## src/rtl/ps2_pkg.sv

```systemverilog
// Shared types and constants for the PS/2 keyboard receiver.
package ps2_pkg;

    localparam logic [7:0] PS2_EXT = 8'hE0;
    localparam logic [7:0] PS2_BRK = 8'hF0;

    typedef enum logic [1:0] {
        StIdle,
        StData,
        StParity,
        StStop
    } ps2_state_e;

    typedef struct packed {
        logic       ext;
        logic       rel;
        logic [7:0] code;
    } ps2_evt_t;

endpackage

```

## src/rtl/ps2_sync_filter.sv

```systemverilog
// Synchronises the PS/2 clock and data lines, glitch-filters the clock and
// produces a one-cycle strobe on each filtered falling edge.
module ps2_sync_filter #(
    parameter int unsigned FILTER_LEN = 4
) (
    input  logic clk_i,
    input  logic rst_i,
    input  logic kclk_i,
    input  logic kdata_i,
    output logic kclk_filt_o,
    output logic kdata_o,
    output logic fall_o
);

    localparam int unsigned CW = 4;

    logic [1:0]    kclk_sync_q, kclk_sync_d;
    logic [1:0]    kdata_sync_q, kdata_sync_d;
    logic          kclk_filt_q, kclk_filt_d;
    logic [CW-1:0] flt_cnt_q, flt_cnt_d;
    logic          fall_q, fall_d;

    // Next state: shift synchronisers, count disagreeing samples, detect falls
    always_comb begin
        kclk_sync_d  = {kclk_sync_q[0], kclk_i};
        kdata_sync_d = {kdata_sync_q[0], kdata_i};
        kclk_filt_d  = kclk_filt_q;
        flt_cnt_d    = '0;
        if (kclk_sync_q[1] != kclk_filt_q) begin
            // Flip only on the FILTER_LEN-th consecutive differing sample
            if (flt_cnt_q == CW'(FILTER_LEN - 1)) begin
                kclk_filt_d = kclk_sync_q[1];
            end else begin
                flt_cnt_d = flt_cnt_q + 1'b1;
            end
        end
        fall_d = kclk_filt_q & ~kclk_filt_d;
    end

    // State registers; lines idle high so everything resets high
    always_ff @(posedge clk_i) begin
        if (rst_i) begin
            kclk_sync_q  <= 2'b11;
            kdata_sync_q <= 2'b11;
            kclk_filt_q  <= 1'b1;
            flt_cnt_q    <= '0;
            fall_q       <= 1'b0;
        end else begin
            kclk_sync_q  <= kclk_sync_d;
            kdata_sync_q <= kdata_sync_d;
            kclk_filt_q  <= kclk_filt_d;
            flt_cnt_q    <= flt_cnt_d;
            fall_q       <= fall_d;
        end
    end

    assign kclk_filt_o = kclk_filt_q;
    assign kdata_o     = kdata_sync_q[1];
    assign fall_o      = fall_q;

endmodule

```

## src/rtl/ps2_key_receiver.sv

```systemverilog
// PS/2 keyboard receiver: frame FSM, E0/F0 prefix decoder and show-ahead
// event FIFO read through a valid/ready handshake.
module ps2_key_receiver
    import ps2_pkg::*;
#(
    parameter int unsigned FILTER_LEN  = 4,
    parameter int unsigned TIMEOUT_CYC = 200000,
    parameter int unsigned FIFO_DEPTH  = 4,
    parameter int unsigned SKIP_BREAK  = 1
) (
    input  logic       clk,
    input  logic       rst,
    input  logic       kclk,
    input  logic       kdata,
    output logic [7:0] kout,
    output logic       kext,
    output logic       krel,
    output logic       kvalid,
    input  logic       kready,
    output logic       parity_err,
    output logic       frame_err,
    output logic       overflow
);

    localparam int unsigned TW = $clog2(TIMEOUT_CYC + 1);
    localparam int unsigned AW = $clog2(FIFO_DEPTH);

    logic stb, kdat, kclk_filt_unused;

    ps2_sync_filter #(
        .FILTER_LEN(FILTER_LEN)
    ) u_sync_filter (
        .clk_i      (clk),
        .rst_i      (rst),
        .kclk_i     (kclk),
        .kdata_i    (kdata),
        .kclk_filt_o(kclk_filt_unused),
        .kdata_o    (kdat),
        .fall_o     (stb)
    );

    ps2_state_e    state_q, state_d;
    logic [2:0]    bit_cnt_q, bit_cnt_d;
    logic [7:0]    shift_q, shift_d;
    logic          par_ok_q, par_ok_d;
    logic [TW-1:0] tmo_q, tmo_d;
    logic          byte_vld_q, byte_vld_d;
    logic [7:0]    byte_q, byte_d;
    logic          parity_err_q, parity_err_d;
    logic          frame_err_q, frame_err_d;
    logic          flag_clr;

    // Frame FSM: steps on the sample strobe, aborts on inter-edge timeout
    always_comb begin
        state_d      = state_q;
        bit_cnt_d    = bit_cnt_q;
        shift_d      = shift_q;
        par_ok_d     = par_ok_q;
        byte_vld_d   = 1'b0;
        byte_d       = byte_q;
        parity_err_d = 1'b0;
        frame_err_d  = 1'b0;
        flag_clr     = 1'b0;
        tmo_d        = (state_q == StIdle || stb) ? '0 : tmo_q + 1'b1;

        if (state_q != StIdle && !stb && tmo_q == TW'(TIMEOUT_CYC - 1)) begin
            state_d     = StIdle;
            frame_err_d = 1'b1;
            flag_clr    = 1'b1;
            tmo_d       = '0;
        end else if (stb) begin
            unique case (state_q)
                StIdle: begin
                    if (!kdat) begin
                        state_d   = StData;
                        bit_cnt_d = '0;
                    end
                end
                StData: begin
                    shift_d = {kdat, shift_q[7:1]};
                    if (bit_cnt_q == 3'd7) begin
                        state_d = StParity;
                    end else begin
                        bit_cnt_d = bit_cnt_q + 1'b1;
                    end
                end
                StParity: begin
                    par_ok_d = (^shift_q) ^ kdat;
                    state_d  = StStop;
                end
                StStop: begin
                    state_d = StIdle;
                    if (!kdat) begin
                        frame_err_d = 1'b1;
                        flag_clr    = 1'b1;
                    end else if (!par_ok_q) begin
                        parity_err_d = 1'b1;
                        flag_clr     = 1'b1;
                    end else begin
                        byte_vld_d = 1'b1;
                        byte_d     = shift_q;
                    end
                end
                default: state_d = StIdle;
            endcase
        end
    end

    logic     ext_q, ext_d;
    logic     rel_q, rel_d;
    logic     push_req;
    ps2_evt_t evt;

    // Prefix decoder: runs the cycle after a byte is accepted
    always_comb begin
        ext_d    = ext_q;
        rel_d    = rel_q;
        push_req = 1'b0;
        evt      = '{ext: ext_q, rel: rel_q, code: byte_q};
        if (flag_clr) begin
            ext_d = 1'b0;
            rel_d = 1'b0;
        end else if (byte_vld_q) begin
            if (byte_q == PS2_EXT) begin
                ext_d = 1'b1;
            end else if (byte_q == PS2_BRK) begin
                rel_d = 1'b1;
            end else begin
                ext_d    = 1'b0;
                rel_d    = 1'b0;
                push_req = !(rel_q && SKIP_BREAK != 0);
            end
        end
    end

    ps2_evt_t    mem_q [FIFO_DEPTH];
    ps2_evt_t    mem_d [FIFO_DEPTH];
    logic [AW:0] wptr_q, wptr_d;
    logic [AW:0] rptr_q, rptr_d;
    logic        overflow_q, overflow_d;
    logic        empty, full, pop, push;
    ps2_evt_t    head;

    // FIFO: a pop frees a slot for a same-cycle push even when full
    always_comb begin
        empty      = (wptr_q == rptr_q);
        full       = (wptr_q[AW] != rptr_q[AW]) && (wptr_q[AW-1:0] == rptr_q[AW-1:0]);
        pop        = !empty && kready;
        push       = push_req && (!full || pop);
        overflow_d = push_req && full && !pop;
        mem_d      = mem_q;
        if (push) begin
            mem_d[wptr_q[AW-1:0]] = evt;
        end
        wptr_d = wptr_q + (AW + 1)'(push);
        rptr_d = rptr_q + (AW + 1)'(pop);
        head   = mem_q[rptr_q[AW-1:0]];
    end

    // State registers for FSM, decoder and FIFO
    always_ff @(posedge clk) begin
        if (rst) begin
            state_q      <= StIdle;
            bit_cnt_q    <= '0;
            shift_q      <= '0;
            par_ok_q     <= 1'b0;
            tmo_q        <= '0;
            byte_vld_q   <= 1'b0;
            byte_q       <= '0;
            parity_err_q <= 1'b0;
            frame_err_q  <= 1'b0;
            ext_q        <= 1'b0;
            rel_q        <= 1'b0;
            mem_q        <= '{default: '0};
            wptr_q       <= '0;
            rptr_q       <= '0;
            overflow_q   <= 1'b0;
        end else begin
            state_q      <= state_d;
            bit_cnt_q    <= bit_cnt_d;
            shift_q      <= shift_d;
            par_ok_q     <= par_ok_d;
            tmo_q        <= tmo_d;
            byte_vld_q   <= byte_vld_d;
            byte_q       <= byte_d;
            parity_err_q <= parity_err_d;
            frame_err_q  <= frame_err_d;
            ext_q        <= ext_d;
            rel_q        <= rel_d;
            mem_q        <= mem_d;
            wptr_q       <= wptr_d;
            rptr_q       <= rptr_d;
            overflow_q   <= overflow_d;
        end
    end

    // Head fields read as zero while the FIFO is empty
    assign kvalid     = !empty;
    assign kout       = empty ? 8'h00 : head.code;
    assign kext       = !empty && head.ext;
    assign krel       = !empty && head.rel;
    assign parity_err = parity_err_q;
    assign frame_err  = frame_err_q;
    assign overflow   = overflow_q;

endmodule

```

## config.mk

```make
export PLATFORM = sky130hd
export DESIGN_NAME = ps2_key_receiver
export DESIGN_NICKNAME = d
export VERILOG_FILES = /design/src/rtl/ps2_pkg.sv /design/src/rtl/ps2_sync_filter.sv /design/src/rtl/ps2_key_receiver.sv
export SDC_FILE = /design/constraint.sdc
export NUM_CORES = 1
export LEC_CHECK = 0
export ABC_CLOCK_PERIOD_IN_PS = 3650
export CAP_MARGIN = 20
export CORE_MARGIN = 2
export CORE_UTILIZATION = 65
export CTS_CLUSTER_SIZE = 25
export DETAILED_ROUTE_END_ITERATION = 7
export GPL_TIMING_DRIVEN = 0
export PLACE_DENSITY = 0.89
export SYNTH_ARGS = -nofsm -noshare
export SYNTH_HDL_FRONTEND = slang
export SYNTH_HIERARCHICAL = 1
export SYNTH_SLANG_ARGS = --single-unit
export TNS_END_PERCENT = 1
```

## constraint.sdc

```tcl
create_clock -name clk -period 3.65 [get_ports clk]
set_input_delay 0.73 -clock clk [delete_from_list [all_inputs] [get_ports clk]]
set_output_delay 0.73 -clock clk [all_outputs]
set_load 0.005 [all_outputs]
```

## Yosys cells after proc, flatten, opt, wreduce, memory -nomap -nowiden

Index checks and enable logic that the tools add are counted.

| operators by class | value |
|---|---|
| equality and inequality tests | 16 |
| add/sub/neg operators | 5 |
| reductions and logical operators | 33 |
| mux-type cells | 32 |
| bitwise operators | 11 |
| $lt $le $gt $ge | 3 |

Operator list:

| cell | number |
|---|---|
| 40-bit bitwise mux | 1 |
| 10-bit 2-to-1 mux | 3 |
| 10-bit binary-select mux with 2-bit select | 1 |
| 10-bit demux with 2-bit select | 1 |
| 1-bit 2-to-1 mux | 19 |
| 18-bit by 1-bit adder with 18-bit output, second input constant | 1 |
| 18-bit == test, second input constant | 1 |
| 8-bit == test, second input constant | 2 |
| 1-bit logical AND | 10 |
| 5-bit AND reduction | 2 |
| 3-bit AND reduction | 3 |
| 8-bit 2-to-1 mux | 1 |
| 2-bit != test, second input constant | 4 |
| 2-bit case mux with 4 select lines | 1 |
| 8-bit parity | 1 |
| 1-bit NOT | 7 |
| 3-bit by 1-bit adder with 3-bit output | 2 |
| 3-bit >= comparator, second input constant | 2 |
| 3-bit 2-to-1 mux | 2 |
| 2-bit NOT with 3-bit output | 2 |
| 3-bit case mux with 2 select lines | 1 |
| 3-bit OR reduction | 2 |
| 1-bit logical NOT | 5 |
| 5-bit OR reduction | 1 |
| other kinds (18) | 25 |

| word-level totals | value |
|---|---|
| logic and storage cells | 131 |
| flip-flop bits (word level) | 102 |
| output and inout bits | 14 |
| input port bits | 5 |

## Longest topological paths before layout

Gate-level depths: netlist of the first run.

| depth | value |
|---|---|
| word-level depth | 8 |
| mapped depth | 10 |

## By module

Netlist of the first run, hierarchy kept.

Modules (own cells, without submodules):

| module | times used | area each (µm²) | cells each | seq. area each (µm²) |
|---|---|---|---|---|
| ps2_key_receiver | 1 | 4147.7 | 429 | 1841.8 |
| ps2_sync_filter | 1 | 334.1 | 30 | 200.2 |

## Worst setup path after synthesis of the first run

No wires, ideal clock.

| timing | value |
|---|---|
| kind | register to register |
| from | register state_q[0] |
| to | register wptr_q[1] |
| cell stages (with the launch flop) | 9 |
| setup slack | 1.302 ns |
| data required time | 3.522 ns |
| arrival time | 2.220 ns |
| period minus slack after synthesis | 2.348 ns |
| library setup time | 0.128 ns |
| path through | dfxtp_1 inv_1 ha_1 or4_4 nor4_4 nor3_1 ha_1 ha_1 nor2b_1 |

| on the way | value |
|---|---|
| word-level cells in the longest chain between the ends | 7 |
| elaborated cells on any way between the ends | 10 |

Ends and longest elaborated chain:

| what | RTL line | source |
|---|---|---|
| from (decl) | ps2_key_receiver.sv:42 | `ps2_state_e state_q, state_d;` |
| from (signal assigned) | ps2_key_receiver.sv:163 | `state_q <= StIdle;` |
| from (signal assigned) | ps2_key_receiver.sv:179 | `state_q <= state_d;` |
| 2-bit == test or 2-bit nonzero test (tied branches) | ps2_key_receiver.sv:72, ps2_key_receiver.sv:66 |  |
| 1-bit 2-to-1 mux or 1-bit logical AND (tied branches) | ps2_key_receiver.sv:72, ps2_key_receiver.sv:66 |  |
| 1-bit 2-to-1 mux or 1-bit logical AND (tied branches) | ps2_key_receiver.sv:71, ps2_key_receiver.sv:66 |  |
| 1-bit 2-to-1 mux * | ps2_key_receiver.sv:66 | `if (state_q != StIdle && !stb && tmo_q == TW'(TIMEOUT_CYC - 1)) begin` |
| 1-bit 2-to-1 mux * | ps2_key_receiver.sv:120 | `if (flag_clr) begin` |
| 1-bit logical AND * | ps2_key_receiver.sv:149 | `push = push_req && (!full \|\| pop);` |
| 3-bit by 1-bit adder with 3-bit output * | ps2_key_receiver.sv:155 | `wptr_d = wptr_q + (AW + 1)'(push);` |
| named net wptr_d[1] | ps2_key_receiver.sv:138 | `logic [AW:0] wptr_q, wptr_d;` |
| to (signal assigned) | ps2_key_receiver.sv:191 | `wptr_q <= wptr_d;` |
| to (decl) | ps2_key_receiver.sv:138 |  |

Mark *: on every way through the listed nets, which the timed path passes. The rest lies on a longest branch.
A chain may end at the register's enable or synchronous reset.

## Worst setup path in the final report of the first run

| timing | value |
|---|---|
| from | register rptr_q[0] |
| to | output port kout[5] |

| on the way | value |
|---|---|
| word-level cells in the longest chain between the ends | 5 |
| elaborated cells on any way between the ends | 6 |

Ends and longest elaborated chain:

| what | RTL line | source |
|---|---|---|
| from (decl) | ps2_key_receiver.sv:139 | `logic [AW:0] rptr_q, rptr_d;` |
| from (signal assigned) | ps2_key_receiver.sv:192 | `rptr_q <= rptr_d;` |
| 2-bit NOT with 3-bit output (not written as such) | ps2_key_receiver.sv:157 | `head = mem_q[rptr_q[AW-1:0]];` |
| 10-bit binary-select mux with 2-bit select | ps2_key_receiver.sv:157 |  |
| 10-bit 2-to-1 mux (not written as such) (2 in a row) | ps2_key_receiver.sv:157 |  |
| 8-bit 2-to-1 mux * | ps2_key_receiver.sv:199 | `assign kout = empty ? 8'h00 : head.code;` |
| to (decl) | ps2_key_receiver.sv:15 | `output logic [7:0] kout,` |

Every way passes the cells marked *; elsewhere a longest branch is shown, timed or not. The select of a mux whose other input is x is not followed.

==> metrics.txt, run 1 <==
outcome=completed; GR Util met1=30.3%; port bufs=18; post-synthesis cell count=459; Fillers=just under 500; Die Width=slightly below 90 um; vias per inst=about 5.6; die area=around 7600 um^2; post-synthesis sequential area ratio=a little under half; Final Cell Area=between 4000 and 5000 um^2; worst min path class=reg2reg; final hold violations=0; CP max-delay cell=buf_1; setup bufs post-CTS=0; TritonCTS buffer count=9; Final ANT Viol Nets=0; RSZ-0062 raised after global routing=false; Post-synth EDFFs=0; initial antenna violation count=0; H-tree depth=3; setup TNS=0 ns; setup ws final=0.313 ns; CTS Buffer Depth=2; Max Cap Viol=0; CP max stage delay=between 0.6 and 0.7 ns; CTS tree=yes; Top Usage Layer GRT=met2; Relative slew margins=a little over two fifths; arrival time worst endpoint=around 2.6 ns; Root Buffer=clkbuf_8; Leak=roughly 1.6 nW; area grow syn2layout=10.5%; Max Slew Vio Count=0; Setup crit end kind=output pin; Initial Util=between 60% and 70%; clk_skew=0.0156 ns; nets=a little over 500; vias in the first global route=between 3000 and 4000; cells on worst reg2reg path=8; WL final=around 8500 um; met2 usage in global routing=44.3%; syn avg cell area=9.76 um^2; drt drc=0; Pwr per Cell Area=~370 nW/um^2; io pins=19; VDD IR max=between 0.0003 and 0.0004 V; Place WS=approximately 0.66 ns; worst hold stages=1; Yosys cell types=39; detailed-route wire length per cell=roughly 15 um; YS warnings=6; Pre-antenna DRT Iters=4; worst-skew pair later-pin latency=~0.37 ns; Overall Power=between 1.5 and 2 mW; Post-Syn Area=4480 um^2; first-pass GRT wire length=around 15000 um; Synth Register Bits=just over 100; worst-margin pin slew=~0.86 ns; Initial DRC Count=about 150; via count=~3200; ys async rst share=0%; fin crit share=91.4%; die height=just under 90 um; Rows=30; largest net degree at the start of global routing=20; Max Fanout on Critical Path=10; share of layout cells above drive strength 1=under 10%; antenna diode count=0; achievable clock frequency=~0.3 GHz; total gr overflow=0; Critical Path RT=between 2 and 3 ns; Startpoint Class=flip-flop; dominant synthesized flop cell=dfxtp_1; met3 Resource Use GR=6.26%; CTS Hold Bufs=0; CTS Sinks=around 100; Total GRT Usage=between 20% and 30%; Crit Path Class=reg2out; Worst-path clk slew=roughly 0.1 ns; placer congestion estimate=between 0.8 and 0.9; min Tclk post-route=roughly 3.3 ns; CORE AREA=about 6700 um^2; syn_nets=roughly 480; post-cts sizing count=0; placed wire-length estimate=between 6000 and 7000 um; Final Setup Violations=0; crit path cell chain=buf_1, mux4_2, nor2b_1, clkdlybuf4s50_1; Area after DPL=roughly 4800 um^2
[flip-flops by register name (all words and copies together) (netlist names), 2 cells and up]
register / cells
mem_q: 40
tmo_q: 18
byte_q: 8
shift_q: 8
u_sync_filter/flt_cnt_q: 4
bit_cnt_q: 3
rptr_q: 3
wptr_q: 3
state_q: 2
u_sync_filter/kclk_sync_q: 2
u_sync_filter/kdata_sync_q: 2
[worst max-delay path, delay by kind of cell (launching register included)]
| family | cells | cell delay [ns] |
|---|---|---|
| flip-flops | 1 | 0.38 |
| AND/OR/NAND/NOR | 1 | 0.14 |
| buffers and inverters | 2 | 1.12 |
| multiplexers | 1 | 0.61 |
[final cells by class]
cell class              count  area [um^2]  share of cell area, %
multi-input cells         321         2280                   46.1
well taps                  80          100                   2.02
clock inverters             7         65.1                   1.31
flip-flops and latches    102         2040                   41.2
inverters                  14         52.6                   1.06
plain buffers              22          103                   2.07
clock buffers               9          124                   2.50
repair buffers             18          180                   3.64
[synth_stat cells (2+ instances only)]
cell type | n | area (um^2)
nor3_1 | 6 | 30.0
o21ai_0 | 2 | 10.0
xor2_1 | 8 | 70.1
ha_1 | 12 | 150
a21oi_1 | 24 | 120
or2_2 | 5 | 31.3
nand2_1 | 38 | 143
nor4_1 | 7 | 43.8
clkbuf_1 | 15 | 56.3
inv_1 | 14 | 52.6
nor2b_1 | 15 | 93.8
mux4_2 | 10 | 225
or4_1 | 2 | 15.0
and2_1 | 2 | 12.5
nor2_1 | 40 | 150
xnor2_1 | 22 | 193
nand4_1 | 7 | 43.8
nor3b_1 | 5 | 37.5
nand3_1 | 15 | 75.1
nor4b_1 | 4 | 35.0
nand2b_1 | 47 | 294
dfxtp_1 | 102 | 2040
mux2i_1 | 37 | 370
buf_4 | 5 | 37.5
[per-layer routing]
layer  vias up  share of wire [%]
li1       1611                  -
met1      1548                 43
met2        65                 51
met3        12                4.2
met4         0                1.2
met5         -                  0
[cells by family after synthesis]
logic type      synth area share (%)
xor+xnor                        6.37
flops                           45.6
mux                             13.3
compound gates                  3.55
buf+inv                         3.46
fa+ha+maj                       3.35
simple gates                    24.4
[cell usage in the layout (no fill, tap or decap), drive strengths merged]
master / n
or4: 3
nand4: 7
a21boi: 1
and4: 1
or3: 2
and2: 2
nor4: 8
buf: 7
mux2i: 37
clkbuf: 24
nor3: 6
xnor3: 1
o211ai: 1
ha: 12
inv: 17
nor3b: 6
clkinv: 3
nor4bb: 1
nor4b: 4
xnor2: 22
o21ai: 2
nand2: 38
a211oi: 1
nand2b: 47
xor2: 8
dfxtp: 102
clkinvlp: 1
a31oi: 1
mux4: 10
a21oi: 24
clkdlybuf4s50: 18
or3b: 1
or2: 5
nor2b: 15
nand3: 15
nor2: 40
[through the flow]
step / util [%] / instances / hold WS [ns]
2_1_floorplan: - / 459 / 0.389
3_3_place_gp: 70.9 / 557 / 0.392
3_5_place_dp: 70.9 / 557 / 0.398
4_1_cts: 73.7 / 573 / 0.425
6_report: 73.7 / 573 / 0.424
5_1_grt: 73.7 / 573 / 0.459
[path summary, 6_finish.rpt]
kind,start,to,slack (ns)
worst max-delay path,rptr_q[0],kout[5],0.31
worst min-delay path,u_sync_filter/kdata_sync_q[0],u_sync_filter/kdata_sync_q[1],0.42
worst max register to register,state_q[0],wptr_q[1],1.01
worst min register to register,u_sync_filter/kdata_sync_q[0],u_sync_filter/kdata_sync_q[1],0.42
[where the power goes]
part           total (mW)  switching, mW  internal, mW
Combinational      0.0360         0.0190        0.0170
Sequential           1.12       0.000994          1.11
Clock               0.666          0.403         0.263
(Power assumes the default switching activity.)
==> run 2, diff against run 1 <==
- PLACE_DENSITY: 0.89 -> 0.88
- SYNTH_HIERARCHICAL: 1 -> not set
==> run 2 against run 1 <==
Clock power rose by 35%. Die area rose by 2.8%. Worst setup slack improved by 0.17 ns. Global-route usage rose by 0.57 points. Clock-buffer cell count rose by 1. Clock skew fell by 0.0059 ns. Highest routed layer unchanged.
==> metrics.txt, run 2 <==
Startpoint Class=flip-flop (unchanged); met3 Resource Use GR=6.25% (was 6.26%); largest net degree at the start of global routing=17 (was 20); number of non-filler instances in the completed layout=592 (was 573); placer congestion estimate=0.808 (was 0.852); antenna diode count=0 (unchanged); ys async rst share=0% (unchanged); worst min path class=reg2reg (unchanged); share of layout cells above drive strength 1=10.5% (was 8.32%); port bufs=17 (was 18); Post-Syn Area=4620 um^2 (was 4480 um^2); top post-synthesis cells by count=dfxtp_1 (102), nand2b_1 (42), nor2_1 (41) (was dfxtp_1 (102), nand2b_1 (47), nor2_1 (40)); Max Fanout on Critical Path=10 (unchanged); Multi-input gate area=2370 um^2 (was 2280 um^2); Synth area leaders=dfxtp_1 (44%), mux2i_1 (8.0%), nand2b_1 (5.7%), mux4_2 (4.9%), xnor2_1 (3.8%) (was dfxtp_1 (46%), mux2i_1 (8.3%), nand2b_1 (6.6%), mux4_2 (5.0%), xnor2_1 (4.3%)); worst-margin pin slew=0.696 ns (was 0.856 ns); Reg with most FFs=mem_q (unchanged); worst-skew pair later-pin latency=0.36 ns (was 0.37 ns); Max Cap Viol=0 (unchanged); outcome=completed (unchanged); Crit Path Class=reg2out (unchanged); Max Slew Vio Count=0 (unchanged); io pins=19 (unchanged); number of flip-flops under the largest register name=40 (unchanged); die height=88.3 um (was 87.0 um); Rows=30 (unchanged); CORE AREA=6830 um^2 (was 6720 um^2); H-tree depth=3 (unchanged); initial antenna violation count=0 (unchanged); post-cts sizing count=0 (unchanged); Yosys top cell by area=dfxtp_1 (unchanged); Fillers=481 (was 490); TritonCTS buffer count=9 (unchanged); worst hold stages=1 (unchanged); Initial DRC Count=133 (was 151); total gr overflow=0 (unchanged); most common cell after layout, fill and taps aside=dfxtp_1 (unchanged); nets=508 (was 505); Initial Util=67.6% (was 66.7%); first-pass GRT wire length=15300 um (was 14800 um); Post-synth EDFFs=0 (unchanged); vias in the first global route=3349 (was 3236); die area=7790 um^2 (was 7580 um^2); clk_skew=0.00964 ns (was 0.0156 ns); placed insts=576 (was 557); Leak=1.70 nW (was 1.61 nW); CTS tree=yes (unchanged); arrival time worst endpoint=2.44 ns (was 2.61 ns); VDD IR max=0.000320 V (was 0.000301 V); most frequent cell after synthesis=dfxtp_1 (unchanged); Yosys cell types=47 (was 39); Relative slew margins=53.6% (was 42.9%); GR Util met1=30.1% (was 30.3%); setup bufs post-CTS=0 (unchanged); Pre-antenna DRT Iters=4 (unchanged); fin crit share=86.9% (was 91.4%); detailed-route wire length per cell=15.3 um (was 14.8 um); drt drc=0 (unchanged); Overall Power=2.05 mW (was 1.82 mW); post-synthesis sequential area ratio=44.2% (was 45.6%); reg2reg start=tmo_q[0] (was state_q[0]); cells on worst reg2reg path=9 (was 8); Final Setup Violations=0 (unchanged); WL final=9080 um (was 8480 um); min Tclk post-route=3.17 ns (was 3.34 ns); dominant synthesized flop cell=dfxtp_1 (unchanged); via count=3283 (was 3236); post-synthesis cell count=463 (was 459); Pwr per Cell Area=397 nW/um^2 (was 367 nW/um^2); Top Usage Layer GRT=met2 (unchanged); placed wire-length estimate=6260 um (was 6130 um); final hold violations=0 (unchanged); most frequent cells in the layout=dfxtp_1 (102), nand2b_1 (42), nor2_1 (41), nand2_1 (38), mux2i_1 (37) (was dfxtp_1 (102), nand2b_1 (47), nor2_1 (40), nand2_1 (38), mux2i_1 (37)); CTS Buffer Depth=2 (unchanged); Final ANT Viol Nets=0 (unchanged); CTS Hold Bufs=0 (unchanged); syn avg cell area=9.97 um^2 (was 9.76 um^2); vias per inst=5.55 (was 5.65); setup TNS=0 ns (unchanged); Hold Path Sink=u_sync_filter.kclk_sync_q[1] (was u_sync_filter/kdata_sync_q[1]); area grow syn2layout=12.0% (was 10.5%); top-area cell type share of the netlist area=44.2% (was 45.6%); Worst-path clk slew=0.09 ns (was 0.10 ns); syn_nets=480 (was 476); CTS Sinks=102 (unchanged); achievable clock frequency=0.315 GHz (was 0.300 GHz); largest registers=mem_q: 40 flops, tmo_q: 18 flops (unchanged); Synth Register Bits=102 (unchanged); met2 usage in global routing=45.7% (was 44.3%); Critical R2R Capture=wptr_q[1] (unchanged); worst reg2reg setup slack=1.22 ns (was 1.01 ns); hold path start=u_sync_filter.kclk_sync_q[0] (was u_sync_filter/kdata_sync_q[0]); Die Width=88.3 um (was 87.0 um); RSZ-0062 raised after global routing=false (unchanged); Root Buffer=clkbuf_8 (unchanged); Setup crit end kind=output pin (unchanged); Total GRT Usage=25.6% (was 25.0%); YS warnings=0 (was 6); register area=2040 um^2 (unchanged); Critical Path RT=2.92 ns (about the same)
-- run 2: kinds of logic after synthesis --
kind of cell | Yosys count | synth area share, %
muxes | 47 | 12.9
buffers and inverters | 38 | 4.39
xor gates and xnor gates | 31 | 6.18
adders and majority gates | 12 | 3.25
AOI/OAI and AO/OA | 29 | 3.44
DFF | 102 | 44.2
and+or+nand+nor | 204 | 25.6
-- run 2: layout make-up --
class	instances	share of cell area [%]
multi-input combinational	323	45.9
sequential	102	39.5
timing repair buffer	17	3.29
buffer	25	2.98
clock inverter	6	2.59
clock buffer	10	2.47
tap	96	2.32
inverter	13	0.944
-- run 2: per-layer routing --
| metal | routed length (um) | part of all wire, % |
|---|---|---|
| met1 | 3880 | 43 |
| met2 | 4710 | 52 |
| met3 | 338 | 3.7 |
| met4 | 148 | 1.6 |
| met5 | 0 | 0 |
-- run 2: worst max-delay path by stage --
| stage | start | to | slack [ns] |
|---|---|---|---|
| 2_1_floorplan | rptr_q[0] | kext | 1.50 |
| 5_1_grt | rptr_q[0] | kout[7] | 0.34 |
| 3_5_place_dp | rptr_q[0] | kout[7] | 0.82 |
| 3_3_place_gp | rptr_q[0] | krel | 0.84 |
| 4_1_cts | rptr_q[0] | kout[7] | 0.42 |
| 6_report | rptr_q[0] | kout[7] | 0.48 |
-- run 2: power by group --
part	total, mW	internal, mW	leakage [nW]	switching [mW]
Clock	0.900	0.525	0.130	0.375
Combinational	0.0368	0.0162	0.746	0.0207
Sequential	1.11	1.11	0.822	0.000777
-- run 2: critical path, stage by stage, from the launching register on --
cell             delay [ns]
dfxtp_1                0.37
clkbuf_1               0.55
mux4_2                 0.57
nor2b_1                0.14
clkdlybuf4s50_1        0.45
-- run 2: metrics by stage --
step           util (%)  hold WS (ns)  cell area, um^2  setup slack [ns]
5_1_grt            75.6         0.430             5170             0.337
4_1_cts            75.6         0.419             5170             0.420
6_report           75.6         0.416             5170             0.479
3_3_place_gp       71.8         0.392             4910             0.839
3_5_place_dp       71.8         0.397             4910             0.821
2_1_floorplan         -         0.389             4620              1.50
==> run 3, diff against run 2 <==
- REMOVE_ABC_BUFFERS: not set -> 1
==> run 3 against run 2 <==
Sequential share of layout area up 1.3 points. Largest cell class unchanged. Clock-buffer cell count up 4. Via count down 5.4%. Worst setup slack worse by 0.086 ns. Hold slack better by 0.0016 ns. Sequential power about the same. Combinational power down 16%. Wire length down 13%. Clock power down 15%. Register-to-register slack worse by 0.15 ns. Fmax down 2.6%.
==> metrics.txt, run 3 (same netlist as run 2, synthesis figures left out) <==
outcome=completed (unchanged); setup bufs post-CTS=0 (unchanged); area grow syn2layout=8.32% (was 12.0%); achievable clock frequency=0.307 GHz (was 0.315 GHz); Max Cap Viol=0 (unchanged); Pwr per Cell Area=381 nW/um^2 (was 397 nW/um^2); number of non-filler instances in the completed layout=569 (was 592); H-tree depth=3 (unchanged); Relative slew margins=32.4% (was 53.6%); placer congestion estimate=0.787 (was 0.808); vias in the first global route=2970 (was 3349); CP max-delay cell=dfxtp_1 (was mux4_2); total gr overflow=0 (unchanged); Initial Util=67.6% (unchanged); nets=485 (was 508); WL final=7860 um (was 9080 um); share of layout cells above drive strength 1=9.09% (was 10.5%); die height=88.3 um (unchanged); arrival time worst endpoint=2.53 ns (was 2.44 ns); Critical Path RT=2.92 ns (about the same); setup TNS=0 ns (unchanged); detailed-route wire length per cell=13.8 um (was 15.3 um); CTS Buffer Depth=2 (unchanged); final core utilization=73.2% (was 75.6%); final hold violations=0 (unchanged); Max Slew Vio Count=0 (unchanged); most frequent cells in the layout=dfxtp_1 (102), nand2b_1 (42), nor2_1 (40), nand2_1 (38), mux2i_1 (37) (was dfxtp_1 (102), nand2b_1 (42), nor2_1 (41), nand2_1 (38), mux2i_1 (37)); Die Width=88.3 um (unchanged); via count=3107 (was 3283); Leak=1.61 nW (was 1.70 nW); largest net degree at the start of global routing=51 (was 17); CTS Hold Bufs=0 (unchanged); die area=7790 um^2 (unchanged); Root Buffer=clkbuf_8 (unchanged); Setup crit end kind=output pin (unchanged); Place WS=0.523 ns (was 0.821 ns); clk_skew=0.00843 ns (was 0.00964 ns); Worst-path clk slew=0.09 ns (about the same); most common cell after layout, fill and taps aside=dfxtp_1 (unchanged); port bufs=18 (was 17); CTS Sinks=102 (unchanged); Rows=30 (unchanged); CORE AREA=6830 um^2 (unchanged); RSZ-0062 raised after global routing=false (unchanged); placed wire-length estimate=5240 um (was 6260 um); vias per inst=5.46 (was 5.55); io pins=19 (unchanged); CP max stage delay=0.80 ns (was 0.57 ns); number of flip-flops under the largest register name=40 (unchanged); Final ANT Viol Nets=0 (unchanged); crit path cell chain=xnor2_1, nand2_1, nor2_2, nor2b_1, clkdlybuf4s50_1 (was clkbuf_1, mux4_2, nor2b_1, clkdlybuf4s50_1); Final Setup Violations=0 (unchanged); CTS tree=yes (unchanged); fin crit share=89.2% (was 86.9%); initial antenna violation count=0 (unchanged); Pre-antenna DRT Iters=4 (unchanged); setup ws final=0.393 ns (was 0.479 ns); Reg with most FFs=mem_q (unchanged); first-pass GRT wire length=13400 um (was 15300 um); worst min path class=reg2reg (unchanged); Max Fanout on Critical Path=12 (was 10); antenna diode count=0 (unchanged); Crit Path Class=reg2out (unchanged); worst-margin pin slew=1.01 ns (was 0.696 ns); TritonCTS buffer count=9 (unchanged); Startpoint Class=flip-flop (unchanged); min Tclk post-route=3.26 ns (was 3.17 ns); largest registers=mem_q: 40 flops, tmo_q: 18 flops (unchanged); VDD IR max=0.000260 V (was 0.000320 V); worst-skew pair later-pin latency=0.37 ns (was 0.36 ns); placed insts=553 (was 576); Initial DRC Count=76 (was 133); Total GRT Usage=22.2% (was 25.6%); drt drc=0 (unchanged)
run 3: cell types whose count changed in the layout (fill, tap and decap cells not counted), sizes merged:
| cell | previous run | this run |
|---|---|---|
| buf | 13 | 2 |
| bufinv | 4 | 1 |
| clkbuf | 22 | 14 |
| clkinv | 2 | 0 |
| clkinvlp | 0 | 1 |
run 3: what timing repair did:
| item | CTS | global route |
|---|---|---|
| hold endpoints to repair | 0 | 0 |
| endpoints found under the setup margin | 0 | 11 |
| resized for setup | 0 | 1 |
run 3: through the flow:
stage | power, mW | area [um^2] | hold slack [ns]
2_1_floorplan | 1.15 | 4460 | 0.389
3_3_place_gp | 1.17 | 4760 | 0.393
3_5_place_dp | 1.17 | 4780 | 0.399
4_1_cts | 1.92 | 5000 | 0.423
5_1_grt | 1.96 | 5000 | 0.428
6_report | 1.91 | 5000 | 0.418
run 3: routing by layer:
| layer | track usage, % | routed length, um | vias to the layer above |
|---|---|---|---|
| met5 | 0 | 0 | - |
| li1 | - | - | 1569 |
| met1 | 26.2 | 3600 | 1480 |
| met4 | 9.50 | 116 | 0 |
| met3 | 5.97 | 221 | 14 |
| met2 | 38.1 | 3920 | 44 |
run 3: area by class of cell:
| type | instances | area, um^2 |
|---|---|---|
| fillers | 504 | 1830 |
| inverters | 13 | 48.8 |
| flip-flops and latches | 102 | 2040 |
| clock buffers | 14 | 183 |
| repair buffers | 19 | 195 |
| clock inverters | 2 | 37.5 |
| multi-input cells | 323 | 2370 |
| well taps | 96 | 120 |
run 3: report_power, final:
group	internal, mW	switching, mW
logic	0.0154	0.0155
clock network	0.392	0.368
registers	1.11	0.00169
run 3: worst paths after layout:
| kind | from | to | slack [ns] | cells past startpoint |
|---|---|---|---|---|
| max | rptr_q[1] | kout[0] | 0.39 | 5 |
| min | u_sync_filter.kdata_sync_q[0] | u_sync_filter.kdata_sync_q[1] | 0.42 | 1 |
| max reg2reg | tmo_q[0] | tmo_q[14] | 1.07 | 6 |
| min reg2reg | u_sync_filter.kdata_sync_q[0] | u_sync_filter.kdata_sync_q[1] | 0.42 | 1 |
run 3: worst max-delay path, delay by kind of cell (launching register included):
family | cells | cell delay, ns
buf+inv | 1 | 0.47
xor+xnor | 1 | 0.19
flops | 1 | 0.80
simple gates | 3 | 0.70
